**src/rtl/board_link_pkg.sv**
```systemverilog
// rtl/board_link_pkg.sv - shared types, defaults and width helpers for the board link transmitter
//
// Purpose: state encoding for the board link transmitter FSM, default
// parameter values and helpers that size the counter and read address.
// Ports: none (package).
package board_link_pkg;

  typedef enum logic [2:0] {
    IDLE,
    DRIVE,
    RELEASE,
    FETCH,
    DONE
  } state_t;

  localparam int         DEF_DATA_W      = 4;
  localparam int         DEF_CELLS       = 81;
  localparam logic [3:0] DEF_HEADER_WORD = 4'hA;

  // Word counter must be able to hold CELLS itself (it saturates there).
  function automatic int cnt_width(input int cells);
    return $clog2(cells + 1);
  endfunction

  // Grid address width; at least one bit so a single-cell grid still has a port.
  function automatic int addr_width(input int cells);
    return (cells > 1) ? $clog2(cells) : 1;
  endfunction

endpackage

```
**src/rtl/link_sync.sv**
```systemverilog
// rtl/link_sync.sv - multi-stage bit synchroniser with asynchronous reset
//
// Purpose: brings an asynchronous level into the clk domain.
// Ports:
//   clk - system clock
//   rst - asynchronous active-high reset, clears every stage
//   d   - asynchronous input level
//   q   - synchronised level (last stage)
module link_sync #(
  parameter int STAGES = 2
) (
  input  logic clk,
  input  logic rst,
  input  logic d,
  output logic q
);

  logic [STAGES-1:0] chain;

  always_ff @(posedge clk or posedge rst) begin
    if (rst) begin
      chain <= '0;
    end else begin
      chain <= {chain[STAGES-2:0], d};
    end
  end

  assign q = chain[STAGES-1];

endmodule

```
**src/rtl/board_link_tx.sv**
```systemverilog
// rtl/board_link_tx.sv - inter-board grid link transmitter (header + CELLS words, four-phase handshake)
//
// Purpose: on a peer request, sends HEADER_WORD followed by CELLS grid words
// read from the local grid store, each over a four-phase valid/ack handshake.
// Withdrawing the request mid-transfer aborts it.
// Optional macro BOARD_LINK_TIMEOUT_EN adds a per-phase handshake timeout and
// the sticky timeout_err output.
// Ports:
//   clk, rst     - clock, asynchronous active-high reset
//   request      - asynchronous peer request level
//   ack_in       - asynchronous peer acknowledge
//   ack_out      - request accepted, held until the request is withdrawn
//   data, valid  - offered word and its qualifier
//   rd_addr      - grid read address; rd_data returns RD_LAT cycles later
//   busy         - not idle
//   done, abort  - one-cycle completion / early-termination pulses
//   timeout_err  - sticky handshake timeout flag (BOARD_LINK_TIMEOUT_EN only)
module board_link_tx
  import board_link_pkg::*;
#(
  parameter int                DATA_W      = DEF_DATA_W,
  parameter int                CELLS       = DEF_CELLS,
  parameter logic [DATA_W-1:0] HEADER_WORD = DEF_HEADER_WORD,
  parameter int                RD_LAT      = 1,
  parameter int                SYNC_STAGES = 2,
  parameter int                TIMEOUT     = 1000000,
  localparam int               AW          = addr_width(CELLS),
  localparam int               CW          = cnt_width(CELLS)
) (
  input  logic              clk,
  input  logic              rst,
  input  logic              request,
  input  logic              ack_in,
  output logic              ack_out,
  output logic [DATA_W-1:0] data,
  output logic              valid,
  output logic [AW-1:0]     rd_addr,
  input  logic [DATA_W-1:0] rd_data,
  output logic              busy,
  output logic              done,
  output logic              abort
`ifdef BOARD_LINK_TIMEOUT_EN
  ,
  output logic              timeout_err
`endif
);

  logic request_s, ack_s;

  link_sync #(.STAGES(SYNC_STAGES)) u_sync_req (
    .clk(clk), .rst(rst), .d(request), .q(request_s)
  );

  link_sync #(.STAGES(SYNC_STAGES)) u_sync_ack (
    .clk(clk), .rst(rst), .d(ack_in), .q(ack_s)
  );

  state_t            state, state_n;
  logic [CW-1:0]     cnt, cnt_n;
  logic [1:0]        lat, lat_n;
  logic [AW-1:0]     rd_addr_n;
  logic [DATA_W-1:0] data_n;
  logic              valid_n, ack_out_n, done_n, abort_n;
  logic              quit;

`ifdef BOARD_LINK_TIMEOUT_EN
  logic [31:0] timer, timer_n;
  logic        tmo_hit, timeout_err_n;
`else
  // Handshakes wait indefinitely; TIMEOUT has no effect in this build.
  logic unused_timeout;
  assign unused_timeout = (TIMEOUT > 0);
`endif

  assign busy = (state != IDLE);

  always_comb begin
    state_n   = state;
    cnt_n     = cnt;
    lat_n     = lat;
    rd_addr_n = rd_addr;
    data_n    = data;
    valid_n   = valid;
    ack_out_n = ack_out;
    done_n    = 1'b0;
    abort_n   = 1'b0;

    case (state)
      IDLE: begin
        if (request_s) begin
          state_n   = DRIVE;
          ack_out_n = 1'b1;
          data_n    = HEADER_WORD;
          valid_n   = 1'b1;
          cnt_n     = '0;
        end
      end
      DRIVE: begin
        if (ack_s) begin
          valid_n = 1'b0;
          state_n = RELEASE;
        end
      end
      RELEASE: begin
        if (!ack_s) begin
          if (cnt == CW'(CELLS)) begin
            state_n = DONE;
            done_n  = 1'b1;
          end else begin
            rd_addr_n = cnt[AW-1:0];
            lat_n     = '0;
            state_n   = FETCH;
          end
        end
      end
      FETCH: begin
        // lat counts the cycles since rd_addr moved; rd_data is good once it reaches RD_LAT.
        if (lat == 2'(RD_LAT)) begin
          data_n  = rd_data;
          valid_n = 1'b1;
          cnt_n   = (cnt == CW'(CELLS)) ? cnt : cnt + 1'b1;
          state_n = DRIVE;
        end else begin
          lat_n = lat + 1'b1;
        end
      end
      DONE: begin
        valid_n = 1'b0;
        if (!request_s) begin
          ack_out_n = 1'b0;
          state_n   = IDLE;
        end
      end
      default: state_n = IDLE;
    endcase

    // Withdrawal (or timeout) overrides whatever the handshake step decided,
    // including a simultaneous ack in DRIVE.
    quit = (state == DRIVE || state == RELEASE || state == FETCH) && !request_s;
`ifdef BOARD_LINK_TIMEOUT_EN
    tmo_hit = (state == DRIVE || state == RELEASE) && (timer == 32'(TIMEOUT - 1));
    quit    = quit || tmo_hit;
`endif
    if (quit) begin
      state_n   = IDLE;
      valid_n   = 1'b0;
      ack_out_n = 1'b0;
      abort_n   = 1'b1;
      done_n    = 1'b0;
      data_n    = data;
      rd_addr_n = rd_addr;
      cnt_n     = cnt;
      lat_n     = lat;
    end

`ifdef BOARD_LINK_TIMEOUT_EN
    // Phase timer restarts on every state change and only runs while waiting on the peer.
    if (state_n != state) begin
      timer_n = '0;
    end else if (state == DRIVE || state == RELEASE) begin
      timer_n = timer + 1'b1;
    end else begin
      timer_n = timer;
    end
    timeout_err_n = timeout_err;
    if (tmo_hit) begin
      timeout_err_n = 1'b1;
    end else if (state == IDLE && state_n == DRIVE) begin
      timeout_err_n = 1'b0;
    end
`endif
  end

  always_ff @(posedge clk or posedge rst) begin
    if (rst) begin
      state   <= IDLE;
      cnt     <= '0;
      lat     <= '0;
      rd_addr <= '0;
      data    <= '0;
      valid   <= 1'b0;
      ack_out <= 1'b0;
      done    <= 1'b0;
      abort   <= 1'b0;
`ifdef BOARD_LINK_TIMEOUT_EN
      timer       <= '0;
      timeout_err <= 1'b0;
`endif
    end else begin
      state   <= state_n;
      cnt     <= cnt_n;
      lat     <= lat_n;
      rd_addr <= rd_addr_n;
      data    <= data_n;
      valid   <= valid_n;
      ack_out <= ack_out_n;
      done    <= done_n;
      abort   <= abort_n;
`ifdef BOARD_LINK_TIMEOUT_EN
      timer       <= timer_n;
      timeout_err <= timeout_err_n;
`endif
    end
  end

endmodule

```
**config.mk**
```make
export PLATFORM = sky130hd
export DESIGN_NAME = board_link_tx
export DESIGN_NICKNAME = d
export VERILOG_FILES = /design/src/rtl/board_link_pkg.sv /design/src/rtl/link_sync.sv /design/src/rtl/board_link_tx.sv
export SDC_FILE = /design/constraint.sdc
export NUM_CORES = 1
export LEC_CHECK = 0
export BUFFER_PORTS_ARGS = -buffer_cell sky130_fd_sc_hd__buf_2
export CAP_MARGIN = 25
export CORE_ASPECT_RATIO = 0.75
export CORE_MARGIN = 2
export CORE_UTILIZATION = 50
export CTS_BUF_LIST = sky130_fd_sc_hd__clkbuf_2
export CTS_CLUSTER_SIZE = 8
export DETAILED_ROUTE_END_ITERATION = 6
export PLACE_DENSITY = 0.72
export SLEW_MARGIN = 0
export SYNTH_ARGS = -nofsm -noshare
export SYNTH_HDL_FRONTEND = slang
export SYNTH_SLANG_ARGS = --single-unit
```
**constraint.sdc**
```tcl
create_clock -name clk -period 4.8 [get_ports clk]
set_input_delay 0.72 -clock clk [delete_from_list [all_inputs] [get_ports clk]]
set_output_delay 0.72 -clock clk [all_outputs]
set_load 0.01 [all_outputs]
```
# Yosys cells after proc, flatten, opt, wreduce, memory -nomap -nowiden
# Cells that the tools add are included.
[word_totals]
register_bits = 31
out_inout_bits = 16
word_cells = 82
[op_classes]
n_addsub = 2
n_eq_ne = 17
n_mux = 32
n_bitwise = 3
n_reduce_logical = 17
[op_table]
columns = ["cell", "n"]
rows = [
  ["3-bit two-way mux", 7],
  ["7-bit two-way mux", 3],
  ["3-bit one-hot mux with 5 select lines", 1],
  ["5-bit AND reduction", 3],
  ["7-bit one-hot mux with 2 select lines", 1],
  ["4-bit AND reduction", 3],
  ["1-bit two-way mux", 11],
  ["2-bit inequality test (second input constant)", 5],
  ["3-bit inequality test (second input constant)", 3],
  ["4-bit two-way mux", 2],
  ["4-bit one-hot mux with 2 select lines", 1],
  ["7-bit by 1-bit adder with 7-bit output (second input constant)", 1],
  ["7-bit == test (second input constant)", 1],
  ["3-bit by 2-bit == test with 1-bit output (second input constant)", 2],
  ["2-bit two-way mux", 3],
  ["3-bit by 2-bit inequality test with 1-bit output (second input constant)", 2],
  ["3-bit nonzero test", 2],
  ["5-bit nonzero test", 1],
  ["1-bit one-hot mux with 4 select lines", 1],
  ["2-bit one-hot mux with 2 select lines", 1],
  ["2-bit nonzero test", 2],
  ["3-bit by 1-bit == test with 1-bit output (second input constant)", 1],
  ["3-bit == test (second input constant)", 1],
  ["3-bit zero test", 1],
  ["9 further kinds", 12],
]

# Longest topological paths before layout
[logic_depth]
depth_word = 6
ltp_mapped = 7

# Cells and area by module
# From an unflattened synthesis, not the netlist that was laid out.
[unflattened]
cells_unflattened = 131
hier_area_um2 = 1377.6
[modules_own_cells]
columns = ["mod", "instances", "cells_per_inst", "area_each_um2"]
rows = [
  ["board_link_tx", 1, 125, 1270.0],
  ["link_sync", 2, 3, 53.8],
]

# Worst setup path before layout
# No wires, ideal clock.
[synth_timing]
kind = "register -> output"
from = "reg state[0]"
to = "out busy"
arrival_ns = 1.076
required_time_ns = 4.080
setup_slack_ns = 3.004
path_stages_with_launch = 4
path_buffers = 2
path_cell_list = "dfrtp_1 buf_6 clkbuf_1 or3_1"
[synth_via]
elab_chain_len = 1
[synth_lines]
columns = ["item", "line", "rtl"]
rows = [
  ["from (decl)", "board_link_tx.sv:58", "state_t state, state_n;"],
  ["from (signal assigned)", "board_link_tx.sv:190", "state <= state_n;"],
  ["3-bit nonzero test", "board_link_tx.sv:75", "assign busy = (state != IDLE);"],
  ["to (decl)", "board_link_tx.sv:39", "output logic busy,"],
]
# Every way passes these cells.

# Worst setup path in the final report
# Same ends and word-level chain as after synthesis.

==> results.md <==
Status:
- The flow ran to the end, and the final reports show no timing, DRC or antenna violations.

Clock network:
- CTS saw 31 sinks.
- In this run, CTS created clock tree buffers numbering 5.
- The number of buffers between clock root and the deepest sink is 2.
- The post-cts sizing count is 0.
- Buffers added to address setup during post-CTS repair amount to 0.
- TritonCTS built the clock tree.
- The maximum level of the CTS H-tree is 2.
- The insertion delay to the later sink of the worst-skew pair is 350 ps.
- The post-cts hold buffer count is 0.
- Clock-pin slew was measured on the worst setup and hold paths at 150 ps.
- The cell sitting at the root of the clock tree is a sky130_fd_sc_hd__clkbuf_2.

STA:
- Setup repair after global routing left no endpoint under its margin.
- The maximum achievable frequency is roughly 430 MHz.
- The relative slew slack is between 50% and 60%.
- The actual slew at the worst max-slew pin is 699 ps.
- The maximum clock skew at final layout is 17.3 ps.
- The final total negative setup slack is 0 ps.
- After layout, the worst path uses roughly half of the clock period.
- The final critical delay including setup and external delays is 2320 ps.
- Setup violations remaining at the end of the flow were counted as 0.
- The number of hold-slack violations in the final timing report is 0.
- The number of max-slew violations in the final report was 0.

GRT:
- Entering global routing, the biggest net connects 19 pins.
- The overflow left after global routing is 0.
- The first global-routing pass estimated 5.45 mm of wire.
- The number of global-route vias before repair came to 1156.
- The total global routing track utilization is 21.9%.
- The number of antenna violations at the first check in global routing is 0.

Floorplan:
- The core box area is 2910 µm².
- The die extent in y is between 50 and 60 µm.
- The placement row count is 17.
- For this configuration, the core starts out at a cell density of 51.9%.
- The number of primary I/O pins is 24.
- The width of the die is 67.5 µm.
- The die covers roughly 3500 µm².

Placement:
- Buffers placed on the I/O ports in this run total 23.
- In this run the cell area measured after placement is ~1600 µm².
- At the end of routability-driven placement, the weighted congestion stood at around 0.9.
- The half-perimeter wire length after detailed placement is 2.36 mm.

Synth:
- The number of nets in the synthesized netlist is approximately 150.
- The number of library cell types mapped by synthesis is 44.
- The sequential share of the synthesized area is 51.3%.
- The count of state elements after synthesis is 31.
- The gate count of the mapped netlist is 142.
- The cell area after synthesis is 1510 µm².
- In the synthesized netlist the async set-or-reset flop fraction comes to 100%.
- The average cell area after synthesis is 10.7 µm².
- The main flop type after synthesis is sky130_fd_sc_hd__dfrtp_1.
- The warning count from the yosys run is 0.
- The synthesized design contains 0 enable-type register cells.

Pwr:
- The internal power is about 0.00034 W.
- The part of the total power dissipated in sequential elements is between 60% and 70%.
- The net switching power is 0.000145 W.
- The maximum resistive drop on vdd is 0.189 mV.
- The part of the power in combinational logic is between 15 and 20%.
- The total power is just under 0.0005 W.
- The power density relative to cell area is 288 nW/µm².
- The fraction of power spent switching nets is 29.8%.
- The clock network fraction of total power is 24.0%.
- The analysis attributes to cell leakage a power of 0.789 nW.

Detailed routing:
- The first detailed-routing pass took 4 iterations.
- The total wire length is about 3.2 mm.
- The via count is approximately 1200.
- In the routed design, unresolved DRC markers number 0.
- The number of DRC markers in iteration 0 is 100.
- The average via count per standard cell is roughly 6.0.
- The average routed wire per standard cell is 16.1 µm.
- The count of antenna-violating nets left after detailed routing is 0.

Worst setup path:
- Data on the critical path arrives at its endpoint at about 1600 ps.
- The kind of critical path is reg -> out.
- STA classifies the critical path startpoint as a flop.
- The register-to-register setup slack is 2600 ps.
- The worst path required time is 4080 ps.
- The largest fanout on the critical path is 18.
- The endpoint kind of the worst setup timing path is a primary output.

Finish:
- Cells with a size suffix above 1 make up 26.8% of the layout.
- 0 antenna diodes ended up in the layout.
- The final-stage net count is around 170.
- The final instance area is 1690 µm².
- After filler insertion, the fill cell instance count of the layout stands at 266.
- Leaving out fill and tap cells, the most frequent cell in the layout is sky130_fd_sc_hd__dfrtp_1.
- In the layout the commonest cells are sky130_fd_sc_hd__dfrtp_1, sky130_fd_sc_hd__buf_2, sky130_fd_sc_hd__nand2_1.
- From synthesis to final layout, the design area changed by 11.5%.

Run:
- The count of maximum capacitance violations is 0.

Min path:
- The worst hold path class is reg -> reg.
[critical path, cell delays in order, from the launching register on]
cell	delay, ps
sky130_fd_sc_hd__dfrtp_1	630
sky130_fd_sc_hd__or3_1	470
sky130_fd_sc_hd__buf_2	160
[flip-flops by register name, summed over array words and instances, names as in the netlist]
register,flops
state,3
u_sync_ack.chain,2
ack_out,1
data,4
rd_addr,7
valid,1
abort,1
u_sync_req.chain,2
done,1
cnt,7
lat,2
[power groups by stage]
stage | registers (W) | clock network, W | logic [W]
after floorplan | 0.000293 | 0 | 0.0000543
after global placement | 0.000296 | 0 | 0.0000700
after detailed placement | 0.000298 | 0 | 0.0000763
after CTS | 0.000293 | 0.000120 | 0.0000766
after global routing | 0.000296 | 0.000136 | 0.0000867
final | 0.000294 | 0.000117 | 0.0000759
[final timing paths]
check,end,start,cells after the start
min,u_sync_req.chain[1],u_sync_req.chain[0],0
min in group asynchronous,cnt[6],rst,2
min reg2reg,u_sync_req.chain[1],u_sync_req.chain[0],0
max in group asynchronous,state[2],rst,3
max,busy,state[0],2
max reg2reg,rd_addr[5],u_sync_req.chain[1],4
[layer usage]
layer | wire length [µm] | GRT usage [%] | up-vias | share of wire (%)
li1 | - | - | 565 | -
met1 | 1450 | 31.3 | 573 | 45
met2 | 1470 | 30.1 | 72 | 45
met3 | 281 | 5.19 | 7 | 8.6
met4 | 46 | 12.6 | 0 | 1.4
met5 | 0 | 0 | - | 0
[cell families after synthesis]
family / synth area share, %
AO/OA/AOI/OAI: 19.2
multiplexers: 6.53
flip-flops: 51.3
AND/OR/NAND/NOR: 15.2
buffers and inverters: 5.29
adder cells (fa/ha/maj): 2.48
[cell type report]
| type | count | area (µm²) | area share [%] |
|---|---|---|---|
| Clock buffer | 6 | 30.0 | 1.78 |
| Tap cell | 38 | 47.5 | 2.82 |
| Inverter | 7 | 26.3 | 1.56 |
| Timing Repair Buffer | 24 | 143 | 8.46 |
| Sequential cell | 31 | 776 | 46.0 |
| Clock inverter | 2 | 7.51 | 0.445 |
| Multi-Input combinational cell | 94 | 657 | 38.9 |
[through the flow]
stage / hold WS [ps] / utilization, % / setup WS, ps / std cells
final: 365 / 57.9 / 2480 / 202
after global routing: 387 / 57.9 / 2340 / 202
after CTS: 369 / 57.9 / 2480 / 202
after detailed placement: 337 / 56.6 / 2650 / 194
after global placement: 336 / 55.6 / 2760 / 193
after floorplan: 331 / - / 3000 / 142
[synthesized netlist by cell type (2+ instances only)]
cell | count | area (µm²)
sky130_fd_sc_hd__a21oi_1 | 6 | 30.0
sky130_fd_sc_hd__a22o_1 | 4 | 35.0
sky130_fd_sc_hd__a31oi_1 | 2 | 12.5
sky130_fd_sc_hd__and3_1 | 2 | 12.5
sky130_fd_sc_hd__buf_6 | 2 | 22.5
sky130_fd_sc_hd__clkbuf_1 | 7 | 26.3
sky130_fd_sc_hd__dfrtp_1 | 31 | 776
sky130_fd_sc_hd__ha_1 | 3 | 37.5
sky130_fd_sc_hd__inv_1 | 7 | 26.3
sky130_fd_sc_hd__mux2_2 | 7 | 78.8
sky130_fd_sc_hd__mux2i_1 | 2 | 20.0
sky130_fd_sc_hd__nand2_1 | 12 | 45.0
sky130_fd_sc_hd__nand3_1 | 3 | 15.0
sky130_fd_sc_hd__nor2_1 | 6 | 22.5
sky130_fd_sc_hd__nor3_1 | 3 | 15.0
sky130_fd_sc_hd__o211ai_1 | 2 | 15.0
sky130_fd_sc_hd__o21a_1 | 2 | 15.0
sky130_fd_sc_hd__o21ai_0 | 8 | 40.0
sky130_fd_sc_hd__o221ai_1 | 3 | 26.3
sky130_fd_sc_hd__o22ai_1 | 4 | 25.0
sky130_fd_sc_hd__or2_2 | 2 | 12.5
sky130_fd_sc_hd__or3_1 | 2 | 12.5
Note: power is estimated with default switching activity, not from simulation.
